==> src/rtl/floor_request_dispatcher.sv <==
// Purpose: latches floor calls, picks a SCAN-ordered target floor and times the door dwell on arrival.
// Latency: button to pending 1 cycle; pending to busy 1 cycle; busy to requested_floor 1 more cycle.
// Backpressure: none; the controller follows requested_floor. Optional FLOOR_CALL_CANCEL_EN makes repeat presses cancel calls.
module floor_request_dispatcher #(
  parameter int DWELL_TICKS = 2
) (
  input  logic       clk,
  input  logic       reset,
  input  logic       tick,
  input  logic [3:0] call_btn,
  input  logic [3:0] present_floor,
  output logic [3:0] requested_floor,
  output logic [3:0] pending,
  output logic       direction,
  output logic       busy,
  output logic       door_open
);

  typedef enum logic [1:0] {
    IDLE  = 2'd0,
    MOVE  = 2'd1,
    DWELL = 2'd2
  } state_t;

  localparam logic [3:0] DWELL_LOAD = 4'(DWELL_TICKS);

  state_t     state;
  state_t     state_nxt;
  logic [3:0] btn_q;
  logic [3:0] rise;
  logic [3:0] clr;
  logic [3:0] cancel_mask;
  logic [3:0] pending_nxt;
  logic [3:0] dwell_cnt;
  logic [3:0] dwell_cnt_nxt;
  logic [3:0] req_nxt;
  logic       dir_nxt;

  logic       floor_valid;
  logic [3:0] below_mask;
  logic [3:0] above_mask;
  logic [3:0] above;
  logic [3:0] below;
  logic [3:0] near_above;
  logic [3:0] near_below;
  logic [3:0] target;
  logic       target_dir;
  logic       target_found;
  logic       at_call;
  logic       arrived;
  logic       reopen;

  // Floor decode: exactly one bit set, and masks of floors strictly below/above it.
  assign floor_valid = (present_floor != 4'b0000) &&
                       ((present_floor & (present_floor - 4'd1)) == 4'b0000);
  assign below_mask  = present_floor - 4'd1;
  assign above_mask  = ~(below_mask | present_floor);
  assign above       = pending & above_mask;
  assign below       = pending & below_mask;

  assign rise    = call_btn & ~btn_q;
  assign at_call = floor_valid && ((pending & present_floor) != 4'b0000);
  // Requested already equals present on the first MOVE cycle, so arrival also needs a live call here.
  assign arrived = at_call && (present_floor == requested_floor);
  assign reopen  = (rise & present_floor) != 4'b0000;

  assign busy      = (state != IDLE);
  assign door_open = (state == DWELL);

  // Nearest pending floor above (lowest set bit) and below (highest set bit).
  always_comb begin
    near_above = 4'b0000;
    near_below = 4'b0000;
    for (int i = 3; i >= 0; i--) begin
      if (above[i]) near_above = 4'b0001 << i;
    end
    for (int i = 0; i < 4; i++) begin
      if (below[i]) near_below = 4'b0001 << i;
    end
  end

  // SCAN choice: keep going while calls remain ahead, otherwise turn around.
  always_comb begin
    target       = 4'b0000;
    target_dir   = direction;
    target_found = 1'b0;
    if (floor_valid) begin
      if (direction) begin
        if (above != 4'b0000) begin
          target       = near_above;
          target_dir   = 1'b1;
          target_found = 1'b1;
        end else if (below != 4'b0000) begin
          target       = near_below;
          target_dir   = 1'b0;
          target_found = 1'b1;
        end
      end else begin
        if (below != 4'b0000) begin
          target       = near_below;
          target_dir   = 1'b0;
          target_found = 1'b1;
        end else if (above != 4'b0000) begin
          target       = near_above;
          target_dir   = 1'b1;
          target_found = 1'b1;
        end
      end
    end
  end

  // Call bookkeeping: set on rise, optional toggle-cancel, door clear always wins.
  always_comb begin
    clr = 4'b0000;
    if ((state == DWELL) && floor_valid) begin
      // Clearing the whole current-floor bit also absorbs a reopen press.
      clr = present_floor;
    end
`ifdef FLOOR_CALL_CANCEL_EN
    // The floor currently being driven to cannot be cancelled mid-trip.
    cancel_mask = rise & pending & ((state == MOVE) ? ~requested_floor : 4'b1111);
`else
    cancel_mask = 4'b0000;
`endif
    pending_nxt = ((pending | rise) & ~cancel_mask) & ~clr;
  end

  // Next-state logic with requested floor, direction and dwell counter updates.
  always_comb begin
    state_nxt     = state;
    dwell_cnt_nxt = dwell_cnt;
    req_nxt       = requested_floor;
    dir_nxt       = direction;
    if (!floor_valid) begin
      state_nxt = IDLE;
      req_nxt   = 4'b0001;
    end else begin
      case (state)
        IDLE: begin
          req_nxt = present_floor;
          if (at_call) begin
            state_nxt     = DWELL;
            dwell_cnt_nxt = DWELL_LOAD;
          end else if (pending != 4'b0000) begin
            state_nxt = MOVE;
            dir_nxt   = target_dir;
          end
        end
        MOVE: begin
          if (arrived) begin
            state_nxt     = DWELL;
            dwell_cnt_nxt = DWELL_LOAD;
          end else if (!target_found) begin
            state_nxt = IDLE;
          end else begin
            req_nxt = target;
            dir_nxt = target_dir;
          end
        end
        DWELL: begin
          if (reopen) begin
            dwell_cnt_nxt = DWELL_LOAD;
          end else if (tick) begin
            if (dwell_cnt <= 4'd1) begin
              dwell_cnt_nxt = 4'd0;
              state_nxt     = (pending_nxt != 4'b0000) ? MOVE : IDLE;
              if (target_found) dir_nxt = target_dir;
            end else begin
              dwell_cnt_nxt = dwell_cnt - 4'd1;
            end
          end
        end
        default: begin
          state_nxt = IDLE;
          req_nxt   = 4'b0001;
        end
      endcase
    end
  end

  // State, outputs and call registers; reset drops every outstanding call.
  always_ff @(posedge clk) begin
    if (reset) begin
      state           <= IDLE;
      btn_q           <= 4'b0000;
      pending         <= 4'b0000;
      dwell_cnt       <= 4'd0;
      requested_floor <= 4'b0001;
      direction       <= 1'b1;
    end else begin
      state           <= state_nxt;
      btn_q           <= call_btn;
      pending         <= pending_nxt;
      dwell_cnt       <= dwell_cnt_nxt;
      requested_floor <= req_nxt;
      direction       <= dir_nxt;
    end
  end

endmodule

==> config.mk <==
export PLATFORM = sky130hd
export DESIGN_NAME = floor_request_dispatcher
export DESIGN_NICKNAME = d
export VERILOG_FILES = /design/src/rtl/floor_request_dispatcher.sv
export SDC_FILE = /design/constraint.sdc
export NUM_CORES = 1
export LEC_CHECK = 0
export ABC_CLOCK_PERIOD_IN_PS = 4800
export CAP_MARGIN = 15
export CORE_MARGIN = 5
export CORE_UTILIZATION = 40
export CTS_BUF_LIST = sky130_fd_sc_hd__clkbuf_4
export DETAILED_ROUTE_END_ITERATION = 12
export PLACE_DENSITY_LB_ADDON = 0.12
export SLEW_MARGIN = 10
export SYNTH_ARGS = -nofsm -noshare
export SYNTH_HDL_FRONTEND = slang
export SYNTH_SLANG_ARGS = --single-unit
==> constraint.sdc <==
create_clock -name clk -period 4.8 [get_ports clk]
set_input_delay 0.96 -clock clk [delete_from_list [all_inputs] [get_ports clk]]
set_output_delay 0.96 -clock clk [all_outputs]
set_load 0.05 [all_outputs]
==> flow_summary_export.csv, run 1 <==
group,metric,value,unit
synth,synthSimpleGateAreaFrac,25.3,%
worst_hold_path,hp-class,"reg -> reg",
sta,fin_tns_setup,0,ns
synth,synth_flop_cell,"dfxtp_1",
cts,cts_tree,"yes",
placement,hpwl,2990,um
synth,synth_seq_cells,19,
finish,final_common_cell,"clkdlybuf4s50_1",
cts,clockBufferDepth,2,
drt,vias,1421,
die,num_io_pins,22,
global_route,grt_max_degree,16,
power_and_ir_drop,ir_drop,0.104,mV
outcome,run_status,"finished clean",
synth,synth_xor_area_share,2.39,%
sta,fmax,276,MHz
sta,fin_crit_sh,75.4,%
power_and_ir_drop,powerDensity,238,nW/um2
sta,rsz0062_at_grt,"false",
die,core-area,3610,um2
cts,hold_buffers,0,
finish,layout-drive-gt1-share,5.10,%
finish,final_cell_mix,"clkdlybuf4s50_1, inv_1, dfxtp_1",
synth,ys_warn_count,0,
drt,drc_errors,0,
setup_path,startpoint_type,"input port",
finish,regArea,380,um2
setup_path,path_class,"in -> reg",
cts,insertion_delay,0.31,ns
setup_path,cp-end-kind,"flop",
placement,io_buffer_count,21,
die,start_util,40.7,%
synth,yosys-top-cells-area,"dfxtp_1, ha_1, inv_1",
sta,hold_viol_final,0,
placement,gp_congestion,0.894,
sta,setup_viol,0,
synth,synthCells,182,
global_route,grt_pass1_wl,6800,um
drt,firstDrtPassIters,8,
finish,multi_input_area,955,um2
synth,synth_edf_count,0,
drt,wl_per_cell,15.8,um
die,fp.dieW,70.6,um
sta,timing.hold.ws,0.509,ns
sta,relSlewSlack,51.9,%
synth,syn_nets,206,
synth,synthAdderAreaFrac,11.1,%
finish,fill_cells,376,
finish,area_growth_syn_to_layout,16.1,%
die,die_area,4980,um2
cts,clock_sinks,19,
global_route,grt_pass1_vias,1468,
synth,synth_top_cell_by_area,"dfxtp_1",
finish,nets,221,
synth,synth_mux_area_share,0.682,%
drt,vias_per_cell,5.82,
drt,drt_iter0_drc,85,
synth,syn_area,1470,um2
finish,fin_cells,244,
power_and_ir_drop,p_leak,0.661,nW
placement,dp.cells,240,
synth,synth_compound_area_share,25.6,%
synth,ys_seq_area_share,25.9,%
global_route,grt_overflow_total,0,
synth,syn_avg_cell_area,8.06,um2
synth,synth-async-reset-ratio,0,%
drt,ant_nets,0,
setup_path,crit_path_max_fanout,10,
cts,postCtsSetupBuffers,0,
cts,cts-root-buf,"clkbuf_4",
drt,routed_wl,3870,um
flow_run,maxCapViolations,0,
cts,cts_buffers,3,
synth,synth_top_family_by_area,"compound AO/OA/AOI/OAI gates",
cts,cts-htree-levels,1,
cts,ctsResizeCount,0,
setup_path,required,5.01,ns
sta,min_period,3.62,ns
die,num_rows,22,
cts,clk_pin_slew,0.11,ns
finish,antenna_cells,0,
die,die_h,70.6,um
global_route,antenna_found_initial,0,
setup_path,cp.arrival,3.83,ns
global_route,track_usage,16.3,%
sta,worstMarginPinSlew,0.716,ns
sta,finalClockSkew,0.00268,ns
synth,yosysTopAreaCellShare,25.9,%
sta,slew_viol_final,0,
synth,yosysUniqueCellTypes,49,
==> area by class of cell <==
type	instances	share of cell area, %
clock buffer	3	1.32
clock inverter	1	0.294
inverter	19	4.19
multi-input combinational	133	56.0
sequential	19	22.3
tap	48	3.52
timing repair buffer	21	12.3
==> per-layer routing <==
layer  share of wire [%]  wire (um)  vias to the layer above  GRT usage, %
met5                   0          0                        -             0
met4                 1.4         54                        0          6.05
met3                 5.2        201                        9          3.84
met2                  48       1850                       51          27.0
met1                  45       1760                      666          20.7
li1                    -          -                      695             -
==> per-stage QoR <==
step,total power [mW],cell area [um2],setup WS (ns),util (%)
5_1_grt,0.430,1700,0.988,47.3
4_1_cts,0.409,1700,1.21,47.3
3_5_place_dp,0.323,1680,0.868,46.5
2_1_floorplan,0.282,1470,1.60,-
3_3_place_gp,0.321,1680,0.932,46.5
6_report,0.406,1700,1.18,47.3
==> final timing paths <==
path	start	end	slack, ns	cells past startpoint
setup reg to reg	dwell_cnt[0]	state[1]	2.56	8
hold / removal	state[1]	state[1]	0.51	2
hold reg to reg	state[1]	state[1]	0.51	2
setup / recovery	present_floor[0]	direction	1.18	10
==> cells in the mapped netlist, types with 4 or more instances <==
library cell,n
nor2_1,11
o21ai_0,4
a21oi_1,9
nor2b_1,6
xnor2_1,4
nor3_1,4
nand4_1,5
dfxtp_1,19
buf_2,4
nand2_1,12
inv_1,19
nand3b_1,4
nand3_1,8
clkbuf_1,4
a311oi_1,6
ha_1,13
==> power breakdown <==
part,switching (mW),internal (mW)
combinational,0.0846,0.0552
clock,0.0540,0.0312
sequential,0.0139,0.167
total,0.153,0.253
==> critical path, cell delays in order <==
cell             delay (ns)
clkdlybuf4s50_1        0.63
inv_1                  0.16
ha_1                   0.18
inv_1                  0.07
ha_1                   0.20
or4_4                  0.55
a311oi_1               0.27
o21ai_1                0.12
or4_1                  0.48
a31o_1                 0.21
==> cells by family (layout without fill, tap and decap cells) <==
kind of cell | count (synthesis) | count (layout)
AO/OA/AOI/OAI | 49 | 49
buffers and inverters | 30 | 44
flip-flops | 19 | 19
XOR/XNOR | 4 | 4
adder cells (fa/ha/maj) | 13 | 13
multiplexers | 1 | 1
AND/OR/NAND/NOR | 66 | 66
==> flip-flops by register name, summed over array words and instances, names as in the netlist <==
| name | count |
|---|---|
| btn_q | 4 |
| direction | 1 |
| dwell_cnt | 4 |
| pending | 4 |
| requested_floor | 4 |
| state | 2 |
(Power assumes the default switching activity.)
==> run 2, diff against run 1 <==
- ABC_CLOCK_PERIOD_IN_PS: 4800 -> 3500
- clock period: 4.8 -> 3.5 ns (I/O delays scaled with it)
==> flow_summary_export.csv, run 2 (synthesized netlist as in run 1, its figures left out) <==
group,metric,value,unit
global_route,grt_overflow_total,0,
cts,clockBufferDepth,2,
global_route,antenna_found_initial,0,
drt,vias,1445,
cts,ctsResizeCount,0,
setup_path,critical_path.slowest_cell,"or4_4",
finish,final_cell_mix,"clkdlybuf4s50_1, inv_1, dfxtp_1",
setup_path,path_delay_family,"simple AND/OR/NAND/NOR gates",
power_and_ir_drop,seqPwrFrac,43.4,%
cts,cts-root-buf,"clkbuf_4",
power_and_ir_drop,combPwrFrac,35.0,%
power_and_ir_drop,power_switching,206,uW
finish,nets,227,
finish,final_common_cell,"clkdlybuf4s50_1",
drt,vias_per_cell,5.78,
power_and_ir_drop,p_int,362,uW
finish,final_area,1750,um2
setup_path,startpoint_type,"input port",
placement,gp_congestion,0.896,
cts,clock_sinks,19,
die,die_area,4980,um2
setup_path,cpPeakStageDelay,0.55,ns
sta,rsz0062_at_grt,"false",
die,fp.dieW,70.6,um
finish,post-route-util,48.6,%
power_and_ir_drop,powerDensity,325,nW/um2
drt,ant_nets,0,
flow_run,maxCapViolations,0,
cts,cts_tree,"yes",
finish,layout-drive-gt1-share,7.92,%
setup_path,rrSetupSlack,1.26,ns
power_and_ir_drop,netSwitchingFraction,36.3,%
global_route,grt_max_degree,16,
drt,drt_iter0_drc,116,
sta,relSlewSlack,60.0,%
sta,worstMarginPinSlew,0.598,ns
power_and_ir_drop,p_leak,0.691,nW
sta,min_period,3.07,ns
worst_hold_path,hp-class,"reg -> reg",
die,core-area,3610,um2
sta,setup_ws,0.427,ns
finish,area_growth_syn_to_layout,19.4,%
placement,io_buffer_count,21,
drt,drc_errors,0,
setup_path,cp-end-kind,"flop",
cts,postCtsSetupBuffers,0,
die,num_io_pins,22,
placement,place_area,1720,um2
global_route,grt_pass1_wl,6400,um
drt,wl_per_cell,15.3,um
cts,hold_buffers,0,
power_and_ir_drop,ir_drop,0.163,mV
drt,firstDrtPassIters,4,
die,die_h,70.6,um
die,num_rows,22,
drt,routed_wl,3810,um
placement,pre_cts_ws,0.105,ns
power_and_ir_drop,clockPowerShare,21.5,%
setup_path,cp.arrival,3.25,ns
sta,fin_tns_setup,0,ns
outcome,run_status,"finished clean",
placement,hpwl,2940,um
setup_path,crit_path_max_fanout,6,
setup_path,cp_cell_sequence,"clkdlybuf4s50_1 > inv_1 > ha_1 > inv_1 > ha_1 > or4_4 > or3_4 > a221oi_4 > a21boi_1 > o32ai_1",
cts,cts_buffers,3,
sta,fin_crit_sh,87.8,%
sta,fmax,325,MHz
sta,slew_viol_final,0,
global_route,grt_pass1_vias,1446,
sta,hold_viol_final,0,
cts,insertion_delay,0.30,ns
setup_path,critPathBufInv,3,
finish,antenna_cells,0,
sta,timing.hold.ws,0.509,ns
sta,setup_viol,0,
cts,cts-htree-levels,1,
setup_path,required,3.68,ns
sta,finalClockSkew,0.00185,ns
cts,clk_pin_slew,0.11,ns
global_route,track_usage,15.4,%
die,start_util,40.7,%
setup_path,path_class,"in -> reg",
run 2: cell count changes in the layout (fill, tap and decap cells not counted):
| cell | delta |
|---|---|
| buf_4 | +6 |
| clkbuf_4 | +1 |
| clkinv_2 | -1 |
run 2: tightest hold or removal path, delay by kind of cell (launching register included):
kind             cells  cell delay [ns]
flip-flops           1             0.35
AND/OR/NAND/NOR      1             0.06
AO/OA/AOI/OAI        1             0.05
run 2: final timing paths:
kind                                      to  cells past startpoint              from
worst max-delay path            dwell_cnt[3]                     10  present_floor[1]
worst min-delay path                state[1]                      2          state[1]
worst max register to register      state[1]                      8      dwell_cnt[0]
worst min register to register      state[1]                      2          state[1]
run 2: cell type report:
type / count / area, um2
Timing Repair Buffer: 27 / 255
Inverter: 19 / 71.3
Tap cell: 48 / 60.1
Sequential cell: 19 / 380
Fill cell: 376 / 1850
Multi-Input combinational cell: 133 / 955
Clock buffer: 4 / 30.0
run 2: power groups by stage:
stage	clock [mW]	combinational, mW	sequential [mW]
6_report	0.123	0.199	0.247
5_1_grt	0.135	0.216	0.250
4_1_cts	0.126	0.199	0.247
3_5_place_dp	0	0.197	0.252
3_3_place_gp	0	0.195	0.251
2_1_floorplan	0	0.115	0.272
run 2: metrics by stage:
stage / cells / total power [mW]
final: 250 / 0.569
after global routing: 250 / 0.601
after CTS: 250 / 0.571
after detailed placement: 246 / 0.449
after global placement: 246 / 0.446
after floorplan: 182 / 0.387
run 2: per-layer routing:
metal	part of all wire [%]	track usage [%]
met1	44	19.6
met2	47	26.2
met3	7.7	3.55
met4	1.5	3.97
met5	0	0
